==> config.mk <==
export PLATFORM = sky130hd
export DESIGN_NAME = cmp_sort_engine
export DESIGN_NICKNAME = d
export VERILOG_FILES = /design/src/rtl/cmp_sort_engine.sv
export SDC_FILE = /design/constraint.sdc
export NUM_CORES = 1
export LEC_CHECK = 0
export CAP_MARGIN = 20
export CORE_AREA = 2 2 121 123
export DETAILED_ROUTE_END_ITERATION = 12
export DIE_AREA = 0 0 123 125
export PLACE_DENSITY_LB_ADDON = 0.2
export SLEW_MARGIN = 20
export SYNTH_ARGS = -nofsm -noshare
export SYNTH_HDL_FRONTEND = slang
export SYNTH_SLANG_ARGS = --single-unit
==> constraint.sdc <==
create_clock -name clk -period 7 [get_ports clk]
set_input_delay 0.7 -clock clk [delete_from_list [all_inputs] [get_ports clk]]
set_output_delay 0.7 -clock clk [all_outputs]
set_load 0.02 [all_outputs]
==> src/rtl/cmp_sort_engine.sv <==
// Sort engine: loads DEPTH words, bubble-sorts them with one shared comparator
// (one compare per clock, signed or unsigned), then streams them out ascending.
// Optional build macro CMP_SORT_EARLY_EXIT_EN stops sorting after a swap-free pass.
module cmp_sort_engine #(
    parameter int WIDTH = 6,
    parameter int DEPTH = 8
) (
    input  logic             clk,
    input  logic             rst_n,
    input  logic             in_valid,
    output logic             in_ready,
    input  logic [WIDTH-1:0] in_data,
    input  logic             signed_mode,
    output logic             out_valid,
    input  logic             out_ready,
    output logic [WIDTH-1:0] out_data,
    output logic             out_last,
    output logic             busy,
    output logic [15:0]      cmp_count
);
    localparam int AW = (DEPTH > 1) ? $clog2(DEPTH) : 1;
    localparam logic [AW-1:0] IDX_LAST = AW'(DEPTH - 1);
    localparam logic [AW-1:0] J_LAST   = AW'(DEPTH - 2);

    typedef enum logic [1:0] {ST_LOAD, ST_SORT, ST_OUT} state_e;

    state_e           state_q, state_d;
    logic [WIDTH-1:0] mem_q [DEPTH];
    logic [WIDTH-1:0] mem_d [DEPTH];
    logic [AW-1:0]    wr_idx_q, wr_idx_d;
    logic [AW-1:0]    rd_idx_q, rd_idx_d;
    logic [AW-1:0]    j_q, j_d;
    logic [AW-1:0]    pass_q, pass_d;
    logic             mode_q, mode_d;
    logic [15:0]      cnt_q, cnt_d;
`ifdef CMP_SORT_EARLY_EXIT_EN
    logic             swapped_q, swapped_d;
`endif

    // Shared comparator: A = mem[j], B = mem[j+1]; swap only when B < A strictly.
    logic [AW-1:0]    j_nxt;
    logic [WIDTH-1:0] cmp_a, cmp_b;
    logic             lt_ba, ltu_ba, eq_ab, do_swap, pass_end, sort_done;

    assign j_nxt   = j_q + 1'b1;
    assign cmp_a   = mem_q[j_q];
    assign cmp_b   = mem_q[j_nxt];
    assign lt_ba   = $signed(cmp_b) < $signed(cmp_a);
    assign ltu_ba  = cmp_b < cmp_a;
    assign eq_ab   = (cmp_a == cmp_b);
    assign do_swap = ~eq_ab & (mode_q ? lt_ba : ltu_ba);
    assign pass_end = (j_q == J_LAST);
`ifdef CMP_SORT_EARLY_EXIT_EN
    assign sort_done = pass_end & ((pass_q == J_LAST) | ~(swapped_q | do_swap));
`else
    assign sort_done = pass_end & (pass_q == J_LAST);
`endif

    // Handshakes: a word moves only on a cycle where valid && ready are both high;
    // data is held stable by the sender while valid is high and ready is low.
    assign in_ready  = (state_q == ST_LOAD);
    assign out_valid = (state_q == ST_OUT);
    assign out_data  = (state_q == ST_OUT) ? mem_q[rd_idx_q] : '0;
    assign out_last  = (state_q == ST_OUT) && (rd_idx_q == IDX_LAST);
    assign busy      = (state_q != ST_LOAD);
    assign cmp_count = cnt_q;

    always_comb begin
        state_d  = state_q;
        mem_d    = mem_q;
        wr_idx_d = wr_idx_q;
        rd_idx_d = rd_idx_q;
        j_d      = j_q;
        pass_d   = pass_q;
        mode_d   = mode_q;
        cnt_d    = cnt_q;
`ifdef CMP_SORT_EARLY_EXIT_EN
        swapped_d = swapped_q;
`endif
        unique case (state_q)
            ST_LOAD: begin
                if (in_valid) begin
                    mem_d[wr_idx_q] = in_data;
                    if (wr_idx_q == '0) begin
                        mode_d = signed_mode;
                        cnt_d  = '0;
                    end
                    if (wr_idx_q == IDX_LAST) begin
                        wr_idx_d = '0;
                        j_d      = '0;
                        pass_d   = '0;
                        state_d  = ST_SORT;
`ifdef CMP_SORT_EARLY_EXIT_EN
                        swapped_d = 1'b0;
`endif
                    end else begin
                        wr_idx_d = wr_idx_q + 1'b1;
                    end
                end
            end
            ST_SORT: begin
                if (do_swap) begin
                    mem_d[j_q]   = cmp_b;
                    mem_d[j_nxt] = cmp_a;
                end
                cnt_d = (cnt_q == 16'hFFFF) ? cnt_q : cnt_q + 16'd1;
`ifdef CMP_SORT_EARLY_EXIT_EN
                swapped_d = pass_end ? 1'b0 : (swapped_q | do_swap);
`endif
                if (sort_done) begin
                    state_d  = ST_OUT;
                    rd_idx_d = '0;
                    j_d      = '0;
                end else if (pass_end) begin
                    j_d    = '0;
                    pass_d = pass_q + 1'b1;
                end else begin
                    j_d = j_nxt;
                end
            end
            ST_OUT: begin
                if (out_ready) begin
                    if (rd_idx_q == IDX_LAST) begin
                        rd_idx_d = '0;
                        wr_idx_d = '0;
                        state_d  = ST_LOAD;
                    end else begin
                        rd_idx_d = rd_idx_q + 1'b1;
                    end
                end
            end
            default: state_d = ST_LOAD;
        endcase
    end

    always_ff @(posedge clk or negedge rst_n) begin
        if (!rst_n) begin
            state_q  <= ST_LOAD;
            for (int i = 0; i < DEPTH; i++) mem_q[i] <= '0;
            wr_idx_q <= '0;
            rd_idx_q <= '0;
            j_q      <= '0;
            pass_q   <= '0;
            mode_q   <= 1'b0;
            cnt_q    <= '0;
`ifdef CMP_SORT_EARLY_EXIT_EN
            swapped_q <= 1'b0;
`endif
        end else begin
            state_q  <= state_d;
            for (int i = 0; i < DEPTH; i++) mem_q[i] <= mem_d[i];
            wr_idx_q <= wr_idx_d;
            rd_idx_q <= rd_idx_d;
            j_q      <= j_d;
            pass_q   <= pass_d;
            mode_q   <= mode_d;
            cnt_q    <= cnt_d;
`ifdef CMP_SORT_EARLY_EXIT_EN
            swapped_q <= swapped_d;
`endif
        end
    end
endmodule

==> results.toml <==
[synthesis]
async_flop_share = 1.00
synth_cells = 652
yosysSeqAreaShare = 0.318
syn_nets = 679
synth_area_per_cell_um2 = 9.55
synth_area_um2 = 6230
synth_cell_types = 66
synth_edf_count = 0
synth_seq_cells = 79
synth_ff_type = "dfrtp_1"
ys_warn_count = 0

[pwr]
p_switching_mw = 1.72
power.density_nw_per_um2 = 480
seqPwrFrac = 0.244
power_frac_comb = 0.612
power.leakage_nw = 2.73
swShare = 0.517
power_frac_clock = 0.144
ir_worst_vdd_mv = 0.194
p_int_mw = 1.61

[worst_setup_path]
worst_setup_path_end_kind = "register"
r2r_slack_ns = 2.04
max_stage_delay_ns = 0.67
path_class = "register to register"
rr_startpoint = "j_q[1]"
arrival_ns = 5.20
timing.critical_path.fanout_max = 40
slowest_stage = "mux4_2"
reg2reg_depth = 12
worst_path_most_repeated_cell = "ha_1"
r2r_end = "mem_q[2]"
crit_path_cell_trace = "buf_4, ha_1, xor2_4, mux4_2, mux2i_1, ha_1, nand2b_1, a21oi_1, o221ai_1, o21ai_2, and2_1, mux2_2"
start_kind = "register"
required_ns = 7.24

[die]
die_h_um = 125
die_area_um2 = 15400
pin_count = 37
num_rows = 44
core-area_um2 = 14200
die_w_um = 123
start_util = 0.438

[sta]
max_clock_freq_mhz = 202
fin_crit_ns = 4.96
clock_skew_ns = 0.00755
setup_violations = 0
rsz0062_at_grt = "false"
drv_slew = 0
hold_viol = 0
worst_slew_pin_slew_ns = 1.19
finalSetupTns_ns = 0
post-route-period-util = 0.708
slew_headroom = 0.202
whs_ns = 0.387

[drt]
vias_per_cell = 6.70
drt_iter0_drc = 690
num_vias = 5708
antenna_left = 0
wl_per_cell_um = 25.6
route.detailed.drc = 0
drtPass1Iterations = 7
drt-total-wl_um = 21800

[cells_and_area]
layout_commonest_cell = "nand2_1"
drive_gt1_frac = 0.178
mostFrequentLayoutCells = "nand2_1, dfrtp_1, mux2_2, nor2_1"
fin_nets = 689
utilization = 0.489
seqCellArea_um2 = 1980
layout.cells.non_filler = 852
nFillCells = 1356
multi_input_area_um2 = 3960
syn_to_final_growth_pct = 11.5

[clocking]
clockRootBuffer = "clkbuf_16"
clock_path_buffers = 2
post_cts_buffers = 0
cts_sinks = 79
cts_tree = "yes"
cts-resized-gates = 0
path_clk_slew_ns = 0.06
hold_buffers = 0
insertion_delay_ns = 0.36
cts_buffers = 9
h-tree-depth = 3

[global_route]
grt_max_degree = 80
track_usage = 0.293
overflow = 0
antenna_found_initial = 1
grt_pass1_vias = 5511
grt_pass1_wl_um = 33400

[place]
dp.cells = 835
port_buffers = 36
hpwlAfterDp_um = 15200
gp_congestion = 1.02

[job]
cap_violations = 0

[hold_path]
hp-class = "input port to async pin"

[outcome]
status = "finished clean"
## layout make-up
class,instances,area share
multi-input cells,512,0.570
flip-flops and latches,79,0.285
repair buffers,44,0.0608
clock buffers,11,0.0335
well taps,184,0.0332
inverters,16,0.00865
clock inverters,5,0.00847
diodes,1,0.000361
## registers in the layout, summed over array words and instances (netlist names)
signal     count
mem_q         48
wr_idx_q       3
j_q            3
cmp_count     16
pass_q         3
state_q        2
rd_idx_q       3
mode_q         1
## Yosys cell counts, types with 10 or more instances
cell      instances  share of area
mux2i_1          22          0.035
nand3_1          35          0.028
nor3_1           11         0.0088
inv_1            16         0.0096
buf_2            26          0.021
mux4_2           24          0.087
mux2_2           43          0.078
and2_1           10          0.010
nor2_1           43          0.026
o221ai_1         31          0.044
nand2_1          89          0.054
o21ai_0          26          0.021
a21oi_1          25          0.020
ha_1             16          0.032
dfrtp_1          79           0.32
o22ai_1          14          0.014
## critical path: cells and delay by family, from the launching register on
kind	cells	cell delay (ns)
compound gates	3	0.92
xor+xnor	1	0.56
fa+ha+maj	2	0.69
buf+inv	1	0.44
flops	1	0.32
mux	3	1.24
simple gates	2	0.68
## power groups by stage
stage / sequential (mW) / combinational, mW / clock [mW]
after floorplan: 0.700 / 1.53 / 0
after global placement: 0.804 / 1.95 / 0
after detailed placement: 0.811 / 1.96 / 0
after CTS: 0.804 / 1.97 / 0.490
after global routing: 0.831 / 2.15 / 0.508
final: 0.815 / 2.04 / 0.480
## routing by layer
metal | GRT usage | vias to the layer above | wire length [um]
met5 | 0 | - | 0
li1 | - | 2496 | -
met4 | 0.147 | 0 | 926
met3 | 0.0730 | 70 | 2010
met1 | 0.404 | 2824 | 9100
met2 | 0.427 | 318 | 9790
## worst max path at each step
stage	from	to	slack (ns)	cells past startpoint
global route	j_q[1]	mem_q[2]	1.91	12
detailed placement	j_q[1]	mem_q[2]	1.85	12
finish	j_q[1]	mem_q[2]	2.04	12
CTS	j_q[1]	mem_q[2]	1.84	12
global placement	j_q[1]	mem_q[2]	1.94	12
floorplan	j_q[0]	mem_q[30]	3.02	18
## per-stage QoR
step / instance area [um2] / total power [mW] / setup WS [ns]
global placement: 6630 / 2.75 / 1.94
detailed placement: 6630 / 2.77 / 1.85
floorplan: 6230 / 2.23 / 3.02
CTS: 6920 / 3.26 / 1.84
finish: 6940 / 3.33 / 2.04
global route: 6940 / 3.49 / 1.91
## kinds of logic (layout without fill, tap and decap cells)
group           after synthesis  after routing  share of synthesized area
compound gates              150            150                      0.178
xor+xnor                     12             12                     0.0211
fa+ha+maj                    16             16                     0.0322
buf+inv                      61             76                     0.0504
flops                        79             79                      0.318
mux                          96             96                      0.219
other cells                   0              1                          0
simple gates                238            238                      0.181
Power figures use the tool's default switching activity.
